### src/rtl/id_exe_stage_reg_if.sv
// ID/EXE stage-register bundle: the decoded ID instruction on the way in, the EXE view on the way out.
// master: ID side, drives the *_in fields plus flush/freeze and observes the registered outputs.
// slave:  the stage register, samples the *_in fields and drives the registered outputs.
interface id_exe_stage_reg_if #(
    parameter int REG_LEN      = 32,
    parameter int SHIFT_OP_LEN = 12,
    parameter int IMM24_LEN    = 24,
    parameter int CMD_LEN      = 4
);
    // stage control
    logic                    flush;
    logic                    freeze;

    // ID-side fields
    logic [REG_LEN-1:0]      pc_in;
    logic                    wb_en_in;
    logic                    mem_r_en_in;
    logic                    mem_w_en_in;
    logic                    b_in;
    logic                    s_in;
    logic                    imm_in;
    logic [CMD_LEN-1:0]      exe_cmd_in;
    logic [REG_LEN-1:0]      val_rn_in;
    logic [REG_LEN-1:0]      val_rm_in;
    logic [SHIFT_OP_LEN-1:0] shift_operand_in;
    logic [IMM24_LEN-1:0]    signed_imm_24_in;
    logic [3:0]              dest_in;
    logic [3:0]              src1_in;
    logic [3:0]              src2_in;
    logic [3:0]              status_in;

    // EXE-side registered fields
    logic [REG_LEN-1:0]      pc;
    logic                    wb_en;
    logic                    mem_r_en;
    logic                    mem_w_en;
    logic                    b;
    logic                    s;
    logic                    imm;
    logic [CMD_LEN-1:0]      exe_cmd;
    logic [REG_LEN-1:0]      val_rn;
    logic [REG_LEN-1:0]      val_rm;
    logic [SHIFT_OP_LEN-1:0] shift_operand;
    logic [IMM24_LEN-1:0]    signed_imm_24;
    logic [3:0]              dest;
    logic [3:0]              src1;
    logic [3:0]              src2;
    logic [3:0]              status;
    logic                    is_mem_related;
    logic                    valid;

    modport master (
        output flush, freeze,
        output pc_in, wb_en_in, mem_r_en_in, mem_w_en_in, b_in, s_in, imm_in,
        output exe_cmd_in, val_rn_in, val_rm_in, shift_operand_in, signed_imm_24_in,
        output dest_in, src1_in, src2_in, status_in,
        input  pc, wb_en, mem_r_en, mem_w_en, b, s, imm,
        input  exe_cmd, val_rn, val_rm, shift_operand, signed_imm_24,
        input  dest, src1, src2, status, is_mem_related, valid
    );

    modport slave (
        input  flush, freeze,
        input  pc_in, wb_en_in, mem_r_en_in, mem_w_en_in, b_in, s_in, imm_in,
        input  exe_cmd_in, val_rn_in, val_rm_in, shift_operand_in, signed_imm_24_in,
        input  dest_in, src1_in, src2_in, status_in,
        output pc, wb_en, mem_r_en, mem_w_en, b, s, imm,
        output exe_cmd, val_rn, val_rm, shift_operand, signed_imm_24,
        output dest, src1, src2, status, is_mem_related, valid
    );
endinterface

### src/rtl/id_exe_stage_reg.sv
// ID->EXE pipeline register: captures decoded controls, operands and shifter fields; flush loads a bubble.
// Latency: 1 cycle, fully registered outputs (no input-to-output combinational path).
// Backpressure: freeze holds every field; flush overrides freeze so a taken branch is never blocked.
// Ports: clk, rst (async active-high); bus (slave modport) carries flush/freeze, *_in fields and the
//        registered outputs including is_mem_related and valid.
module id_exe_stage_reg #(
    parameter int REG_LEN      = 32,
    parameter int SHIFT_OP_LEN = 12,
    parameter int IMM24_LEN    = 24,
    parameter int CMD_LEN      = 4
) (
    input  logic                    clk,
    input  logic                    rst,
    id_exe_stage_reg_if.slave       bus
);

    typedef struct packed {
        logic [REG_LEN-1:0]      pc;
        logic                    wb_en;
        logic                    mem_r_en;
        logic                    mem_w_en;
        logic                    b;
        logic                    s;
        logic                    imm;
        logic [CMD_LEN-1:0]      exe_cmd;
        logic [REG_LEN-1:0]      val_rn;
        logic [REG_LEN-1:0]      val_rm;
        logic [SHIFT_OP_LEN-1:0] shift_operand;
        logic [IMM24_LEN-1:0]    signed_imm_24;
        logic [3:0]              dest;
        logic [3:0]              src1;
        logic [3:0]              src2;
        logic [3:0]              status;
        logic                    is_mem_related;
        logic                    valid;
    } stage_t;

    stage_t next_dat;
    stage_t stage_q;

    // Incoming instruction image; fields are stored verbatim, sign extension is EXE's job.
    always_comb begin
        next_dat                = '0;
        next_dat.pc             = bus.pc_in;
        next_dat.wb_en          = bus.wb_en_in;
        next_dat.mem_r_en       = bus.mem_r_en_in;
        next_dat.mem_w_en       = bus.mem_w_en_in;
        next_dat.b              = bus.b_in;
        next_dat.s              = bus.s_in;
        next_dat.imm            = bus.imm_in;
        next_dat.exe_cmd        = bus.exe_cmd_in;
        next_dat.val_rn         = bus.val_rn_in;
        next_dat.val_rm         = bus.val_rm_in;
        next_dat.shift_operand  = bus.shift_operand_in;
        next_dat.signed_imm_24  = bus.signed_imm_24_in;
        next_dat.dest           = bus.dest_in;
        next_dat.src1           = bus.src1_in;
        next_dat.src2           = bus.src2_in;
        next_dat.status         = bus.status_in;
        // Pre-decoded so EXE/MEM need no look at the individual enables.
        next_dat.is_mem_related = bus.mem_r_en_in | bus.mem_w_en_in;
        next_dat.valid          = 1'b1;
    end

    // A bubble is the all-zero image: no side-effect bits, deterministic data fields.
    // Flush is tested before freeze so a stall can never hold back a branch redirect.
    always_ff @(posedge clk or posedge rst) begin
        if (rst) begin
            stage_q <= '0;
        end else if (bus.flush) begin
            stage_q <= '0;
        end else if (!bus.freeze) begin
            stage_q <= next_dat;
        end
    end

    assign bus.pc             = stage_q.pc;
    assign bus.wb_en          = stage_q.wb_en;
    assign bus.mem_r_en       = stage_q.mem_r_en;
    assign bus.mem_w_en       = stage_q.mem_w_en;
    assign bus.b              = stage_q.b;
    assign bus.s              = stage_q.s;
    assign bus.imm            = stage_q.imm;
    assign bus.exe_cmd        = stage_q.exe_cmd;
    assign bus.val_rn         = stage_q.val_rn;
    assign bus.val_rm         = stage_q.val_rm;
    assign bus.shift_operand  = stage_q.shift_operand;
    assign bus.signed_imm_24  = stage_q.signed_imm_24;
    assign bus.dest           = stage_q.dest;
    assign bus.src1           = stage_q.src1;
    assign bus.src2           = stage_q.src2;
    assign bus.status         = stage_q.status;
    assign bus.is_mem_related = stage_q.is_mem_related;
    assign bus.valid          = stage_q.valid;

endmodule

### src/flat_wrapper.sv
// flat-port wrapper written by rule: the top's interface ports become plain ports
module id_exe_stage_reg_flat 
#(
    parameter int REG_LEN      = 32,
    parameter int SHIFT_OP_LEN = 12,
    parameter int IMM24_LEN    = 24,
    parameter int CMD_LEN      = 4
)
  (clk, rst, bus_flush, bus_freeze, bus_pc_in, bus_wb_en_in, bus_mem_r_en_in, bus_mem_w_en_in, bus_b_in, bus_s_in, bus_imm_in, bus_exe_cmd_in, bus_val_rn_in, bus_val_rm_in, bus_shift_operand_in, bus_signed_imm_24_in, bus_dest_in, bus_src1_in, bus_src2_in, bus_status_in, bus_pc, bus_wb_en, bus_mem_r_en, bus_mem_w_en, bus_b, bus_s, bus_imm, bus_exe_cmd, bus_val_rn, bus_val_rm, bus_shift_operand, bus_signed_imm_24, bus_dest, bus_src1, bus_src2, bus_status, bus_is_mem_related, bus_valid);
  id_exe_stage_reg_if #(.REG_LEN(REG_LEN), .SHIFT_OP_LEN(SHIFT_OP_LEN), .IMM24_LEN(IMM24_LEN), .CMD_LEN(CMD_LEN)) bus_i ();
  input  logic clk;
  input  logic rst;
  input wire logic [$bits(bus_i.flush)-1:0] bus_flush;
  input wire logic [$bits(bus_i.freeze)-1:0] bus_freeze;
  input wire logic [$bits(bus_i.pc_in)-1:0] bus_pc_in;
  input wire logic [$bits(bus_i.wb_en_in)-1:0] bus_wb_en_in;
  input wire logic [$bits(bus_i.mem_r_en_in)-1:0] bus_mem_r_en_in;
  input wire logic [$bits(bus_i.mem_w_en_in)-1:0] bus_mem_w_en_in;
  input wire logic [$bits(bus_i.b_in)-1:0] bus_b_in;
  input wire logic [$bits(bus_i.s_in)-1:0] bus_s_in;
  input wire logic [$bits(bus_i.imm_in)-1:0] bus_imm_in;
  input wire logic [$bits(bus_i.exe_cmd_in)-1:0] bus_exe_cmd_in;
  input wire logic [$bits(bus_i.val_rn_in)-1:0] bus_val_rn_in;
  input wire logic [$bits(bus_i.val_rm_in)-1:0] bus_val_rm_in;
  input wire logic [$bits(bus_i.shift_operand_in)-1:0] bus_shift_operand_in;
  input wire logic [$bits(bus_i.signed_imm_24_in)-1:0] bus_signed_imm_24_in;
  input wire logic [$bits(bus_i.dest_in)-1:0] bus_dest_in;
  input wire logic [$bits(bus_i.src1_in)-1:0] bus_src1_in;
  input wire logic [$bits(bus_i.src2_in)-1:0] bus_src2_in;
  input wire logic [$bits(bus_i.status_in)-1:0] bus_status_in;
  output wire logic [$bits(bus_i.pc)-1:0] bus_pc;
  output wire logic [$bits(bus_i.wb_en)-1:0] bus_wb_en;
  output wire logic [$bits(bus_i.mem_r_en)-1:0] bus_mem_r_en;
  output wire logic [$bits(bus_i.mem_w_en)-1:0] bus_mem_w_en;
  output wire logic [$bits(bus_i.b)-1:0] bus_b;
  output wire logic [$bits(bus_i.s)-1:0] bus_s;
  output wire logic [$bits(bus_i.imm)-1:0] bus_imm;
  output wire logic [$bits(bus_i.exe_cmd)-1:0] bus_exe_cmd;
  output wire logic [$bits(bus_i.val_rn)-1:0] bus_val_rn;
  output wire logic [$bits(bus_i.val_rm)-1:0] bus_val_rm;
  output wire logic [$bits(bus_i.shift_operand)-1:0] bus_shift_operand;
  output wire logic [$bits(bus_i.signed_imm_24)-1:0] bus_signed_imm_24;
  output wire logic [$bits(bus_i.dest)-1:0] bus_dest;
  output wire logic [$bits(bus_i.src1)-1:0] bus_src1;
  output wire logic [$bits(bus_i.src2)-1:0] bus_src2;
  output wire logic [$bits(bus_i.status)-1:0] bus_status;
  output wire logic [$bits(bus_i.is_mem_related)-1:0] bus_is_mem_related;
  output wire logic [$bits(bus_i.valid)-1:0] bus_valid;
  assign bus_i.flush = bus_flush;
  assign bus_i.freeze = bus_freeze;
  assign bus_i.pc_in = bus_pc_in;
  assign bus_i.wb_en_in = bus_wb_en_in;
  assign bus_i.mem_r_en_in = bus_mem_r_en_in;
  assign bus_i.mem_w_en_in = bus_mem_w_en_in;
  assign bus_i.b_in = bus_b_in;
  assign bus_i.s_in = bus_s_in;
  assign bus_i.imm_in = bus_imm_in;
  assign bus_i.exe_cmd_in = bus_exe_cmd_in;
  assign bus_i.val_rn_in = bus_val_rn_in;
  assign bus_i.val_rm_in = bus_val_rm_in;
  assign bus_i.shift_operand_in = bus_shift_operand_in;
  assign bus_i.signed_imm_24_in = bus_signed_imm_24_in;
  assign bus_i.dest_in = bus_dest_in;
  assign bus_i.src1_in = bus_src1_in;
  assign bus_i.src2_in = bus_src2_in;
  assign bus_i.status_in = bus_status_in;
  assign bus_pc = bus_i.pc;
  assign bus_wb_en = bus_i.wb_en;
  assign bus_mem_r_en = bus_i.mem_r_en;
  assign bus_mem_w_en = bus_i.mem_w_en;
  assign bus_b = bus_i.b;
  assign bus_s = bus_i.s;
  assign bus_imm = bus_i.imm;
  assign bus_exe_cmd = bus_i.exe_cmd;
  assign bus_val_rn = bus_i.val_rn;
  assign bus_val_rm = bus_i.val_rm;
  assign bus_shift_operand = bus_i.shift_operand;
  assign bus_signed_imm_24 = bus_i.signed_imm_24;
  assign bus_dest = bus_i.dest;
  assign bus_src1 = bus_i.src1;
  assign bus_src2 = bus_i.src2;
  assign bus_status = bus_i.status;
  assign bus_is_mem_related = bus_i.is_mem_related;
  assign bus_valid = bus_i.valid;
  id_exe_stage_reg #(.REG_LEN(REG_LEN), .SHIFT_OP_LEN(SHIFT_OP_LEN), .IMM24_LEN(IMM24_LEN), .CMD_LEN(CMD_LEN)) u_core (.clk(clk), .rst(rst), .bus(bus_i));
endmodule
### config.mk
export PLATFORM = sky130hd
export DESIGN_NAME = id_exe_stage_reg_flat
export DESIGN_NICKNAME = d
export VERILOG_FILES = /design/src/rtl/id_exe_stage_reg_if.sv /design/src/rtl/id_exe_stage_reg.sv /design/src/flat_wrapper.sv
export SDC_FILE = /design/constraint.sdc
export NUM_CORES = 1
export LEC_CHECK = 0
export ABC_AREA = 1
export BUFFER_PORTS_ARGS = -buffer_cell sky130_fd_sc_hd__buf_2
export CAP_MARGIN = 10
export CORE_ASPECT_RATIO = 1.2
export CORE_MARGIN = 2
export CORE_UTILIZATION = 40
export DETAILED_ROUTE_END_ITERATION = 8
export GPL_ROUTABILITY_DRIVEN = 0
export PLACE_DENSITY = 0.75
export SKIP_LAST_GASP = 1
export SLEW_MARGIN = 10
export SYNTH_ARGS = -nofsm -noshare
export SYNTH_HDL_FRONTEND = slang
export SYNTH_SLANG_ARGS = --single-unit
### constraint.sdc
create_clock -name clk -period 5.3 [get_ports clk]
set_input_delay 0.795 -clock clk [delete_from_list [all_inputs] [get_ports clk]]
set_output_delay 0.795 -clock clk [all_outputs]
set_load 0.01 [all_outputs]
Yosys cells after proc, flatten, opt, wreduce, memory -nomap -nowiden. Cells that the tools add are included.

Input bits: 162. Flip-flop bits (word level): 160. Output and inout port bits: 160.

Equality and inequality tests: 1. Bitwise operators: 1. Muxes and demuxes: 2.

Operators with widths (count): 2-to-1 mux 160 bit (2); inequality test 2 bit (second input constant) (1); bitwise OR 1 bit (1).

Logic depth before layout (Yosys ltp). Gate-level depths: netlist of the first run.

Depth in word-level cells: 3. Gate-level depth with buffers: 6. Gate-level depth less buffers: 4.

Worst setup path after synthesis of the first run. No wires, ideal clock.

Kind: input to register. Start: in bus_freeze. End: reg u_core.stage_q, in the netlist u_core.bus.pc[7]. Cell stages on the path: 6. Path slack: 3.785 ns. Setup time: 0.066 ns. Arrival time: 1.449 ns. Path buffers: 3. Path through: buf_4 nor2_4 buf_4 buf_4 nand2_1 nand2_1.

Word-level cells in the longest chain between the ends: 1.

RTL lines: start: declaration (RTL line flat_wrapper.sv:14) `input wire logic [$bits(bus_i.freeze)-1:0] bus_freeze;`; inequality test 2 bit (no line); end signal: assignment (RTL line id_exe_stage_reg.sv:73) `stage_q <= next_dat;`; end: declaration (RTL line id_exe_stage_reg.sv:39) `stage_t stage_q;`.

No other way between the ends. A chain may end at the register's enable or synchronous reset.

Worst setup path in the final report of the first run.
Start: in bus_freeze. End: reg u_core.stage_q, in the netlist u_core.bus.shift_operand[6].

The elaborated chain is that of the path after synthesis.

==> results.cfg, run 1 <==
[outcome]
status = finished clean

[clock_network]
postCtsHoldBufs = 0
postCtsSetupBuffers = 0
cts_tree = built
cts_buffers = 17
cts.repair.resized = 0
worstSkewPairLatency_ns = 0.41
cts_root_buffer = clkbuf_16
cts.sinks = 160
htreeDepth = 4
clk_pin_slew_ns = 0.06
cts_max_path_buffers = 2

[drt]
drtIter0Drc = 432
vias = 5771
routed_via_density = 4.75
routed_wl_um = 17800
ant_nets = 0
drt_first_pass_iters = 7
drc = 0
wl_per_cell_um = 14.6

[timing]
setup_viol = 0
period_share = 0.432
rsz0062_at_grt = no
max_freq_ghz = 0.437
slew_headroom = 0.322
final-max-slew-violation-count = 0
tightest_slew_ns = 1.02
fin_skew_ns = 0
setup_tns_ns = 0
period_needed_ns = 2.29
hold_violations = 0

[final_layout]
seq_area_um2 = 4000
fillers = 1514
drive_gt1_frac = 0.362
post-route-util = 0.552
final_net_count = 1155
multiInputGateArea_um2 = 2010
area_growth_pct = 35.5

[setup_path]
path_cells = buf_4, buf_4, nand3_1, nand2_1
arrival_ns = 2.63
slowest_delay_ns = 0.89
criticalPathCategory = in2reg
worst_path_max_delay_cell = buf_4
cp-end-kind = register
cp_common_cell = buf_4
path_delay_family = buffers and inverters
cp-start-kind = input port
crit_required_ns = 5.65
cp_num_buf_inv = 2
cp_max_fo = 97

[yosys]
syn_area_um2 = 6320
synth_fp_nets = 859
ys_ff_latch = 160
syn_area_per_cell_um2 = 9.07
synth_cell_types = 11
postSynthCellCount = 697
ys_seq_area_frac = 0.633
yosysWarningCount = 0

[place]
port_buffers = 321
detailed_place_hpwl_um = 11900

[floorplan]
die_w_um = 119
io_pins = 322
start_util = 0.407
dieArea_um2 = 16800
die_h_um = 142
row_count = 50
core_area_um2 = 15500

[pwr]
vdd_drop_max_mv = 0.160
internal-power_mw = 2.09
leakage_nw = 5.23
swShare = 0.262
powerDensity_nw_per_um2 = 331
p_clk_frac = 0.419
combPwrFrac = 0.114
power_switching_uw = 744
seqPwrFrac = 0.467
fin_total_pwr_mw = 2.84

[grt]
grt_pass1_vias = 5647
grtUsageTotal = 0.211
antenna_found_initial = 1
grt_overflow = 0
grt_start_max_net_pins = 98
grt_pass1_wl_um = 28500

[job]
maxCapViolCount = 0

[worst_hold_path]
hp-class = reg2reg
-- sequential cells by signal, indices dropped and copies added, names as in the netlist --
name / count
u_core.bus.is_mem_related: 1
u_core.bus.val_rm: 32
u_core.bus.dest: 4
u_core.bus.status: 4
u_core.bus.wb_en: 1
u_core.bus.valid: 1
u_core.bus.mem_w_en: 1
u_core.bus.b: 1
u_core.bus.exe_cmd: 4
u_core.bus.s: 1
u_core.bus.src1: 4
u_core.bus.imm: 1
u_core.bus.shift_operand: 12
u_core.bus.pc: 32
u_core.bus.src2: 4
u_core.bus.val_rn: 32
u_core.bus.signed_imm_24: 24
u_core.bus.mem_r_en: 1
-- metrics by stage --
step | worst slack [ns] | area, um^2 | hold WS [ns] | instances
CTS | 3.06 | 8560 | 0.504 | 1214
detailed placement | 2.65 | 7980 | 0.488 | 1182
finish | 3.01 | 8560 | 0.501 | 1215
global placement | 2.64 | 7980 | 0.484 | 1182
global route | 2.88 | 8560 | 0.521 | 1214
floorplan | 0.185 | 6320 | 0.537 | 697
-- layout make-up --
type                            instances  share of cell area
Tap cell                              208              0.0304
Inverter                                5             0.00307
Timing Repair Buffer                  329               0.196
Sequential cell                       160               0.468
Clock inverter                         13              0.0148
Antenna cell                            1            0.000292
Multi-Input combinational cell        480               0.235
Clock buffer                           19              0.0529
-- cells by family (layout without fill, tap and decap cells) --
family / after synthesis / count (layout) / share of synthesized area
other: 0 / 1 / 0
AO/OA/AOI/OAI: 1 / 1 / 0.000791
AND/OR/NAND/NOR: 479 / 479 / 0.317
flip-flops: 160 / 160 / 0.633
buffers and inverters: 57 / 366 / 0.0487
-- final timing paths --
kind,slack (ns),end,startpoint,cells past startpoint
max,3.01,u_core.bus.shift_operand[6]$_DFFE_PP0P_,bus_freeze,4
min,0.50,u_core.bus.val_rn[22]$_DFFE_PP0P_,u_core.bus.val_rn[22]$_DFFE_PP0P_,2
max reg2reg,4.62,u_core.bus.val_rm[9]$_DFFE_PP0P_,u_core.bus.val_rm[9]$_DFFE_PP0P_,2
min reg2reg,0.50,u_core.bus.val_rn[22]$_DFFE_PP0P_,u_core.bus.val_rn[22]$_DFFE_PP0P_,2
max in group asynchronous,3.76,u_core.bus.val_rn[6]$_DFFE_PP0P_,rst,3
min in group asynchronous,0.52,u_core.bus.shift_operand[10]$_DFFE_PP0P_,rst,2
-- worst reg2reg max path: cells and delay by family (launching register included) --
kind             cells  cell delay [ns]
and+or+nand+nor      2             0.17
DFF                  1             0.40
-- per-layer routing --
layer,wire length (um),part of all wire,global-route usage
met5,0,0,0
met4,488,0.027,0.0802
met1,7440,0.42,0.278
met2,8550,0.48,0.336
met3,1280,0.072,0.0575
-- Yosys cell counts (all sizes together) --
| cell | instances | area share |
|---|---|---|
| nand3 | 159 | 0.13 |
| buf | 50 | 0.045 |
| dfrtp | 160 | 0.63 |
| a21oi | 1 | 0.00079 |
| nor2 | 1 | 0.0018 |
| nand2 | 319 | 0.19 |
| clkbuf | 2 | 0.0012 |
| inv | 5 | 0.0030 |
-- power by group through the flow --
stage	Combinational [mW]	Sequential (mW)	Clock, mW
finish	0.323	1.33	1.19
global route	0.361	1.33	1.28
CTS	0.328	1.32	1.22
detailed placement	0.329	1.35	0
global placement	0.324	1.35	0
floorplan	0.129	1.38	0
-- cells in the final DEF, fill, tap and decap left out --
cell / instances
buf_2: 320
nand2_1: 319
dfrtp_1: 160
nand3_1: 159
clkbuf_16: 17
buf_4: 8
inv_6: 6
clkinvlp_4: 4
inv_1: 3
clkbuf_8: 2
clkinv_4: 2
diode_2: 1
nor2_4: 1
inv_4: 1
a21oi_1: 1
clkinv_2: 1
bufinv_16: 1
buf_12: 1
(Power assumes the default switching activity.)
==> run 2, diff against run 1 <==
--- a/config.mk
+++ b/config.mk
@@ -5,7 +5,7 @@
 export SDC_FILE = /design/constraint.sdc
 export NUM_CORES = 1
 export LEC_CHECK = 0
-export ABC_AREA = 1
+export ABC_AREA = 0
 export BUFFER_PORTS_ARGS = -buffer_cell sky130_fd_sc_hd__buf_2
 export CAP_MARGIN = 10
 export CORE_ASPECT_RATIO = 1.2
@@ -13,7 +13,7 @@
 export CORE_UTILIZATION = 40
 export DETAILED_ROUTE_END_ITERATION = 8
 export GPL_ROUTABILITY_DRIVEN = 0
-export PLACE_DENSITY = 0.75
+export PLACE_DENSITY = 0.71
 export SKIP_LAST_GASP = 1
 export SLEW_MARGIN = 10
 export SYNTH_ARGS = -nofsm -noshare
==> constraint.sdc (replaced) <==
create_clock -name clk -period 2.4 [get_ports clk]
set_input_delay 0.36 -clock clk [delete_from_list [all_inputs] [get_ports clk]]
set_output_delay 0.36 -clock clk [all_outputs]
set_load 0.01 [all_outputs]
==> results.cfg, run 2 <==
[final_layout]
seq_area_um2 = 4000
multiInputGateArea_um2 = 2200
final_cell_area_um2 = 8870
area_growth_pct = 37.5
fillers = 1403
layout_common_cells = 319 x buf_2, 160 x dfrtp_1, 158 x mux2i_1, 158 x nor2_1, 17 x clkbuf_16
mostFrequentLayoutCell = buf_2
fin_cells = 1055
post-route-util = 0.565
final_net_count = 996
drive_gt1_frac = 0.432
n_antenna_cell = 0

[yosys]
synth_common_cells = 160 x dfrtp_1, 158 x mux2i_1, 158 x nor2_1, 13 x clkbuf_1, 10 x buf_6
yosysWarningCount = 0
postSynthCellCount = 518
ys_ff_latch = 160
synth_fp_nets = 680
synth_cell_types = 12
synth_edf_count = 0
synthArstFlopShare = 1.00
yosys.area.top_type_share = 0.621
synth.most_common_cell = dfrtp_1
synth_top_area_cell = dfrtp_1
ys_seq_area_frac = 0.621
synth-main-ff-cell = dfrtp_1
syn_area_per_cell_um2 = 12.5
synthTopCellsByArea = dfrtp_1 62%, mux2i_1 25%, nor2_1 9.2%
syn_area_um2 = 6450

[setup_path]
arrival_ns = 0.97
reg2reg_slack_ns = 1.66
cp-start-kind = register
criticalPathCategory = reg2out
slowest_delay_ns = 0.40
cp_max_fo = 2
cp-end-kind = primary output
cp_num_buf_inv = 1
path_cells = buf_2
worstReg2RegStart = u_core.bus.pc[23]$_DFFE_PP0P_
path_delay_family = flip-flops
critPathLaunch = u_core.bus.pc[27]$_DFFE_PP0P_
crit_required_ns = 2.04
worst_path_max_delay_cell = dfrtp_1

[job]
maxCapViolCount = 0

[clock_network]
clk_pin_slew_ns = 0.06
worstSkewPairLatency_ns = 0.42
cts_max_path_buffers = 2
postCtsSetupBuffers = 0
cts.sinks = 160
cts.repair.resized = 0
postCtsHoldBufs = 0
cts_buffers = 17
htreeDepth = 4
cts_tree = built
cts_root_buffer = clkbuf_16

[grt]
grt_overflow = 0
antenna_found_initial = 0
grt_pass1_wl_um = 24800
grt_pass1_vias = 4928
grt_start_max_net_pins = 82
grtUsageTotal = 0.185

[timing]
slew_headroom = 0.661
max_freq_ghz = 0.754
final-max-slew-violation-count = 0
setup_tns_ns = 0
setup_ws_ns = 1.07
period_share = 0.553
fin_skew_ns = 0
tightest_slew_ns = 0.508
hold_violations = 0
whs_ns = 0.0716
rsz0062_at_grt = no
setup_viol = 0
period_needed_ns = 1.33

[floorplan]
start_util = 0.411
die_h_um = 143
core_area_um2 = 15700
die_w_um = 120
dieArea_um2 = 17200
row_count = 50
io_pins = 322

[place]
placed_area_um2 = 8280
placed_cells = 1023
port_buffers = 321
detailed_place_hpwl_um = 11500
place_ws_ns = 0.846

[drt]
drc = 0
ant_nets = 0
routed_via_density = 4.68
routed_wl_um = 16200
drtIter0Drc = 239
drt_first_pass_iters = 4
wl_per_cell_um = 15.3
vias = 4934

[pwr]
p_clk_frac = 0.418
swShare = 0.254
fin_total_pwr_mw = 6.44
internal-power_mw = 4.80
leakage_nw = 5.18
combPwrFrac = 0.128
vdd_drop_max_mv = 0.380
power_switching_mw = 1.64
powerDensity_nw_per_um2 = 726
seqPwrFrac = 0.454

[outcome]
status = finished clean

[worst_hold_path]
hp-class = in2async
## run 2: changes by cell type after synthesis, sizes merged, moves of 2 or more
cell / change
nand2: -319
inv: -3
nand3: -159
clkbuf: +11
buf: -27
mux2i: +158
nor2: +157
nor3: +2
## run 2: kinds of logic after synthesis
| kind of cell | after synthesis | synth area share |
|---|---|---|
| AO/OA/AOI/OAI | 1 | 0.000775 |
| buffers and inverters | 38 | 0.0392 |
| flip-flops | 160 | 0.621 |
| multiplexers | 158 | 0.245 |
| AND/OR/NAND/NOR | 161 | 0.0944 |
## run 2: final cells by class
cell class / count / share of cell area
clock buffer: 18 / 0.0495
clock inverter: 14 / 0.0175
inverter: 2 / 0.00127
multi-input combinational: 320 / 0.247
sequential: 160 / 0.451
tap: 208 / 0.0293
timing repair buffer: 333 / 0.204
## run 2: power by group through the flow
stage / Combinational [mW] / Clock [mW] / Sequential (mW)
3_3_place_gp: 0.824 / 0 / 2.97
5_1_grt: 0.904 / 2.89 / 2.94
4_1_cts: 0.839 / 2.77 / 2.93
2_1_floorplan: 0.379 / 0 / 3.05
3_5_place_dp: 0.838 / 0 / 2.97
6_report: 0.822 / 2.69 / 2.93
## run 2: final timing paths
check                                                    end  cells after the start
min in group clk           u_core.bus.val_rm[28]$_DFFE_PP0P_                      3
min reg2reg                u_core.bus.val_rn[21]$_DFFE_PP0P_                      2
min                        u_core.bus.val_rm[26]$_DFFE_PP0P_                      3
max reg2reg                    u_core.bus.pc[23]$_DFFE_PP0P_                      2
max                                               bus_pc[27]                      1
max in group asynchronous  u_core.bus.val_rn[14]$_DFFE_PP0P_                      3
## run 2: routing by layer
layer | up-vias | global-route usage | routed length [um]
li1 | 2338 | - | -
met1 | 2376 | 0.220 | 6480
met2 | 193 | 0.306 | 8070
met3 | 27 | 0.0607 | 1140
met4 | 0 | 0.0848 | 457
met5 | - | 0 | 0
